===== config.mk =====
export PLATFORM = sky130hd
export DESIGN_NAME = cp0
export DESIGN_NICKNAME = d
export VERILOG_FILES = /design/src/rtl/cp0.sv
export SDC_FILE = /design/constraint.sdc
export NUM_CORES = 1
export LEC_CHECK = 0
export CORE_UTILIZATION = 34
export CTS_CLUSTER_DIAMETER = 80
export DETAILED_ROUTE_END_ITERATION = 10
export PLACE_DENSITY = 0.73
export SLEW_MARGIN = 20
export SYNTH_ARGS = -nofsm -noshare
export SYNTH_HDL_FRONTEND = slang
export SYNTH_SLANG_ARGS = --single-unit

===== constraint.sdc =====
create_clock -name clk -period 5.42 [get_ports clk]
set_input_delay 0.813 -clock clk [delete_from_list [all_inputs] [get_ports clk]]
set_output_delay 0.813 -clock clk [all_outputs]
set_load 0.05 [all_outputs]

===== src/rtl/cp0.sv =====
// CP0 system coprocessor: SR/Cause/EPC/PRId, interrupt and exception request
// generation, and mtc0/eret handling for a single-commit-point pipeline.
module cp0 (
  input  logic        clk,
  input  logic        reset,
  input  logic        i_we,
  input  logic [4:0]  i_addr,
  input  logic [31:0] i_wdata,
  input  logic [31:0] i_PC,
  input  logic [4:0]  i_ExcCode,
  input  logic        i_BD,
  input  logic [5:0]  i_HWInt,
  input  logic        i_EXLClr,
  output logic [31:0] o_rdata,
  output logic        o_Req,
  output logic [31:0] o_EPC,
  output logic [31:0] o_handlerPC
);

  localparam logic [4:0]  ADDR_SR    = 5'd12;
  localparam logic [4:0]  ADDR_CAUSE = 5'd13;
  localparam logic [4:0]  ADDR_EPC   = 5'd14;
  localparam logic [4:0]  ADDR_PRID  = 5'd15;
  localparam logic [31:0] PRID_VALUE = 32'h1234_5678;
  localparam logic [31:0] HANDLER_PC = 32'h0000_4180;

  logic [5:0]  sr_im;
  logic        sr_exl;
  logic        sr_ie;
  logic        cause_bd;
  logic [5:0]  cause_ip;
  logic [4:0]  cause_exc;
  logic [31:0] epc;

  logic        int_req;
  logic        exc_req;
  logic        sr_wr;
  logic        epc_wr;
  logic [31:0] pc_aligned;
  logic [31:0] sr_word;
  logic [31:0] cause_word;

  assign int_req = (|(i_HWInt & sr_im)) & sr_ie & ~sr_exl;
  assign exc_req = (i_ExcCode != 5'd0) & ~sr_exl;
  assign o_Req   = int_req | exc_req;

  assign sr_wr      = i_we & (i_addr == ADDR_SR);
  assign epc_wr     = i_we & (i_addr == ADDR_EPC);
  assign pc_aligned = {i_PC[31:2], 2'b00};

  assign sr_word    = {16'd0, sr_im, 8'd0, sr_exl, sr_ie};
  assign cause_word = {cause_bd, 15'd0, cause_ip, 3'd0, cause_exc, 2'b00};

  always_comb begin
    o_rdata = 32'd0;
    case (i_addr)
      ADDR_SR:    o_rdata = sr_word;
      ADDR_CAUSE: o_rdata = cause_word;
      ADDR_EPC:   o_rdata = epc;
      ADDR_PRID:  o_rdata = PRID_VALUE;
      default:    o_rdata = 32'd0;
    endcase
  end

  assign o_EPC       = epc;
  assign o_handlerPC = HANDLER_PC;

  // A taken request swallows any mtc0/eret in the same cycle; an SR write
  // overrides a concurrent eret, while an EPC write leaves eret free to act.
  always_ff @(posedge clk) begin
    if (!reset) begin
      sr_im     <= 6'd0;
      sr_exl    <= 1'b0;
      sr_ie     <= 1'b0;
      cause_bd  <= 1'b0;
      cause_ip  <= 6'd0;
      cause_exc <= 5'd0;
      epc       <= 32'd0;
    end else begin
      cause_ip <= i_HWInt;
      if (o_Req) begin
        sr_exl    <= 1'b1;
        cause_exc <= int_req ? 5'd0 : i_ExcCode;
        cause_bd  <= i_BD;
        epc       <= i_BD ? (pc_aligned - 32'd4) : pc_aligned;
      end else begin
        if (sr_wr) begin
          sr_im  <= i_wdata[15:10];
          sr_exl <= i_wdata[1];
          sr_ie  <= i_wdata[0];
        end else if (i_EXLClr) begin
          sr_exl <= 1'b0;
        end
        if (epc_wr) begin
          epc <= {i_wdata[31:2], 2'b00};
        end
      end
    end
  end

endmodule


; Word level (Yosys, flattened, before mapping)
; Cells that the tools add are included.
[classes]
addsub = 1
n_shift = 0
n_mux = 8
n_eq_ne = 4
bitwise_logic = 9
n_reduce_logical = 5
multipliers = 0
order_cmp = 0
div_mod_pow = 0
[op_table]
columns = cell, count
row1 = 32-bit one-hot mux with 4 select lines, 1
row2 = 32-bit 2-to-1 mux, 3
row3 = 32-bit by 3-bit subtractor with 32-bit output (second input constant), 1
row4 = 5-bit by 4-bit == test with 1-bit output (second input constant), 4
row5 = 6-bit bitwise AND, 1
row6 = 6-bit OR reduction, 1
row7 = 1-bit bitwise AND, 5
row8 = 5-bit 2-to-1 mux, 1
row9 = 5-bit nonzero test, 1
row10 = 1-bit 2-to-1 mux, 3
row11 = 3-bit nonzero test, 1
row12 = 1-bit inverter, 2
row13 = 2-bit AND reduction, 1
row14 = 2-bit nonzero test, 1
row15 = 1-bit OR, 1
[word_totals]
mem_bits_rw = 0
latchBits = 0
reg_bits = 52
n_memories = 0
mem_bits_ro = 0
output_inout_bits = 97
elab_cells = 34
input_bits = 85

; Logic depth before layout (Yosys ltp)
[depth]
depth_word = 7
ltp_mapped = 7
depth_no_buf = 6

; Least setup slack after synthesis
; Ideal clock, no wire load.
[synth_path]
kind = input to output
from = input i_addr[1]
to = output o_rdata[2]
stages = 5
n_path_buf = 2
required_time_ps = 4607
setup_slack_ps = 2258
arrival_ps = 2349
cell_sequence = clkbuf_1 nor2b_1 clkbuf_1 a22oi_1 nor2_1
[synth_via]
elab_chain_len = 2
elab_cells_between_ends = 5
cone_classes = eq/ne: 4 / mux: 1
[synth_lines]
columns = element, line_no
row1 = "start, declared", 7  ; input logic [4:0] i_addr,
row2 = 5-bit by 4-bit == test with 1-bit output, 56  ; case (i_addr)
row3 = 32-bit one-hot mux with 4 select lines (*), 56
row4 = "end, declared", 14  ; output logic [31:0] o_rdata,
; Every way passes the cells marked *; elsewhere a longest branch is shown, timed or not.

; Worst setup path after layout
[layout_path]
from = input i_HWInt[0]
to = output o_Req
[layout_via]
elab_chain_len = 5
[layout_lines]
columns = element, line_no
row1 = "start, declared", 12  ; input logic [5:0] i_HWInt,
row2 = 6-bit bitwise AND, 43  ; assign int_req = (|(i_HWInt & sr_im)) & sr_ie & ~sr_exl;
row3 = 6-bit OR reduction, 43
row4 = 1-bit bitwise AND (2 in series), 43
row5 = 1-bit OR, 45  ; assign o_Req = int_req | exc_req;
row6 = "end, declared", 15  ; output logic o_Req,
; No other way between the ends.

==> flow_summary_export.csv <==
group,metric,value,unit
power_and_ir_drop,power.leakage,0.00195,uW
sta,fin_setup_tns,0,ns
sta,holdWs,0.485,ns
sta,clock_skew,0.00727,ns
cts,cts-htree-levels,2,
grt,grt.overflow.total,0,
worst_hold_path,hp-class,"register to register",
routing,drt-total-wl,12600,um
placed_design,dp_hpwl,9530,um
outcome,outcome,"finished clean",
sta,fin_ws,0.956,ns
floorplanning,die-width,107,um
finish,nets,672,
cts,cts-root-buf,"clkbuf_8",
logic_synthesis,yosys.cell_count.top_type,"dfxtp_1",
placed_design,place_ws,0.983,ns
grt,grt_max_degree,57,
logic_synthesis,syn-cell-area,3750,um2
floorplanning,initial_core_util,0.357,
routing,drt_first_iter_violations,317,
floorplanning,rows,37,
floorplanning,dieArea,11400,um2
routing,post_drt_wl_per_cell,17.4,um
sta,drv_slew,0,
logic_synthesis,netlist_instances,469,
critical_path,crit_type,"primary input to primary output",
sta,slew_headroom,0.409,
logic_synthesis,synth_top_area_frac,0.267,
job,drv_cap,0,
cts,cts_made_buffers,5,
critical_path,arrival,3.65,ns
routing,drc,0,
sta,finalSetupViolCount,0,
finish,areaGrowthSynthToFinish,38.6,%
routing,drt_pass1_iterations,5,
logic_synthesis,synth_cell_types,57,
cts,clock_sinks,50,
logic_synthesis,synth_warnings,0,
floorplanning,die_h,107,um
sta,fin_crit,4.46,ns
power_and_ir_drop,powerDensity,208,nW/um2
critical_path,cp.required,4.61,ns
placed_design,portBuffers,145,
cts,clk_pin_slew_worst_paths,0.10,ns
sta,fmax,0.224,GHz
cts,ctsResizeCount,0,
floorplanning,boundaryPins,182,
grt,antenna_found_initial,0,
sta,fin_crit_sh,0.824,
critical_path,worst-path-max-fanout,39,
critical_path,critPathCaptureType,"primary output",
logic_synthesis,synth_ff_type,"dfxtp_1",
finish,n_fill_cell,1019,
routing,vias,4016,
logic_synthesis,avgSynthCellArea,7.99,um2
finish,layout-drive-gt1-share,0.0664,
cts,clock_latency,0.30,ns
logic_synthesis,ys_seq_elements,50,
logic_synthesis,ys_top_cells_by_count,"50 x dfxtp_1, 38 x and3_1, 34 x buf_4",
routing,viasPerCell,5.55,
logic_synthesis,yosysTopAreaCell,"dfxtp_1",
cts,cts_tree,"built",
power_and_ir_drop,ir_drop,0.132,mV
routing,drtAntennaViolNets,0,
placed_design,place.gp.congestion,0.876,
cts,clock_path_buffers,2,
logic_synthesis,synth-edff-count,0,
sta,worstMarginPinSlew,0.884,ns
cts,hold_buffers,0,
worst_hold_path,hold_depth,2,
logic_synthesis,ys_seq_area_frac,0.267,
grt,grt_pass1_vias,3645,
logic_synthesis,synth_area_leaders,"dfxtp_1 27%, buf_4 6.8%, and3_1 6.3%",
cts,cts_setup_buffers,0,
finish,antenna_cells,0,
sta,final_hold_viol_count,0,
sta,rsz0062_at_grt,"no",
logic_synthesis,synthArstFlopShare,0,
critical_path,ff2ff_path_depth,7,
grt,track_usage,0.215,
floorplanning,core_area,10500,um2
grt,grt_pass1_wl,19600,um
critical_path,critPathLaunchType,"primary input",
layout by cell type, fill, tap and decap left out, drive strengths merged, types with 7 or more instances in the layout:
| master | instances |
|---|---|
| o31ai | 10 |
| a21boi | 25 |
| mux2i | 11 |
| nand3 | 15 |
| or4 | 15 |
| nor4 | 18 |
| o41ai | 16 |
| or3 | 7 |
| a31oi | 14 |
| clkdlybuf4s50 | 145 |
| nor3 | 8 |
| conb | 34 |
| nand2 | 30 |
| a211oi | 10 |
| buf | 7 |
| o21ai | 10 |
| dfxtp | 50 |
| xnor2 | 7 |
| a21oi | 14 |
| and3 | 39 |
| nor2 | 27 |
cell families (layout without fill, tap and decap cells):
group,count (synthesis),count (layout),synth area share
flip-flops,50,50,0.267
adder cells (fa/ha/maj),1,1,0.00334
XOR/XNOR,12,12,0.0280
multiplexers,14,14,0.0384
AND/OR/NAND/NOR,190,190,0.298
AO/OA/AOI/OAI,121,121,0.235
buffers and inverters,79,165,0.128
other,2,34,0.00200
routing by layer:
metal,up-vias,share of wire,GRT usage
met3,6,0.070,0.0322
met1,1895,0.45,0.298
li1,1939,-,-
met4,0,0.0068,0.0382
met2,176,0.47,0.354
met5,-,0,0
stage by stage:
step	cells	area, um2	power [uW]	utilization
6_report	723	5190	1080	0.494
2_1_floorplan	501	3870	688	-
4_1_cts	723	5190	1080	0.494
5_1_grt	723	5190	1130	0.494
3_3_place_gp	715	5090	819	0.484
3_5_place_dp	715	5090	824	0.484
power breakdown:
group	internal [uW]	leakage, uW	switching [uW]	total, uW
combinational	146	0.00147	256	402
clock	136	0.0000579	125	262
sequential	395	0.000414	22.6	418
total	677	0.00195	404	1080
critical path: stages:
cell             delay [ns]
clkdlybuf4s50_1        0.43
a22o_1                 0.26
o311a_1                0.35
buf_4                  0.26
nor2_1                 0.42
clkinv_1               0.13
buf_4                  0.24
clkdlybuf4s50_1        0.73
sequential cells by signal (all words and copies together) (netlist names):
name and count:
o_EPC 30, sr_im 6, cause_ip 6, sr_ie 1, cause_exc 5, cause_bd 1, sr_exl 1
final cells by class:
cell class / count / area (um2) / share of cell area
multi-input cells: 372 / 2390 / 0.461
clock inverters: 3 / 40.0 / 0.00771
repair buffers: 152 / 1500 / 0.289
inverters: 5 / 18.8 / 0.00361
well taps: 136 / 170 / 0.0328
flip-flops and latches: 50 / 1000 / 0.193
clock buffers: 5 / 68.8 / 0.0132
path summary, 6_finish.rpt:
path                    startpoint                     end  slack [ns]
max                     i_HWInt[0]                   o_Req        0.96
min          sr_im[3]$_SDFFE_PN0P_   sr_im[3]$_SDFFE_PN0P_        0.48
max reg2reg  sr_im[0]$_SDFFE_PN0P_  o_EPC[11]$_SDFFE_PN0P_        3.12
min reg2reg  sr_im[3]$_SDFFE_PN0P_   sr_im[3]$_SDFFE_PN0P_        0.48
No activity file was read; power rests on OpenSTA's default activity.
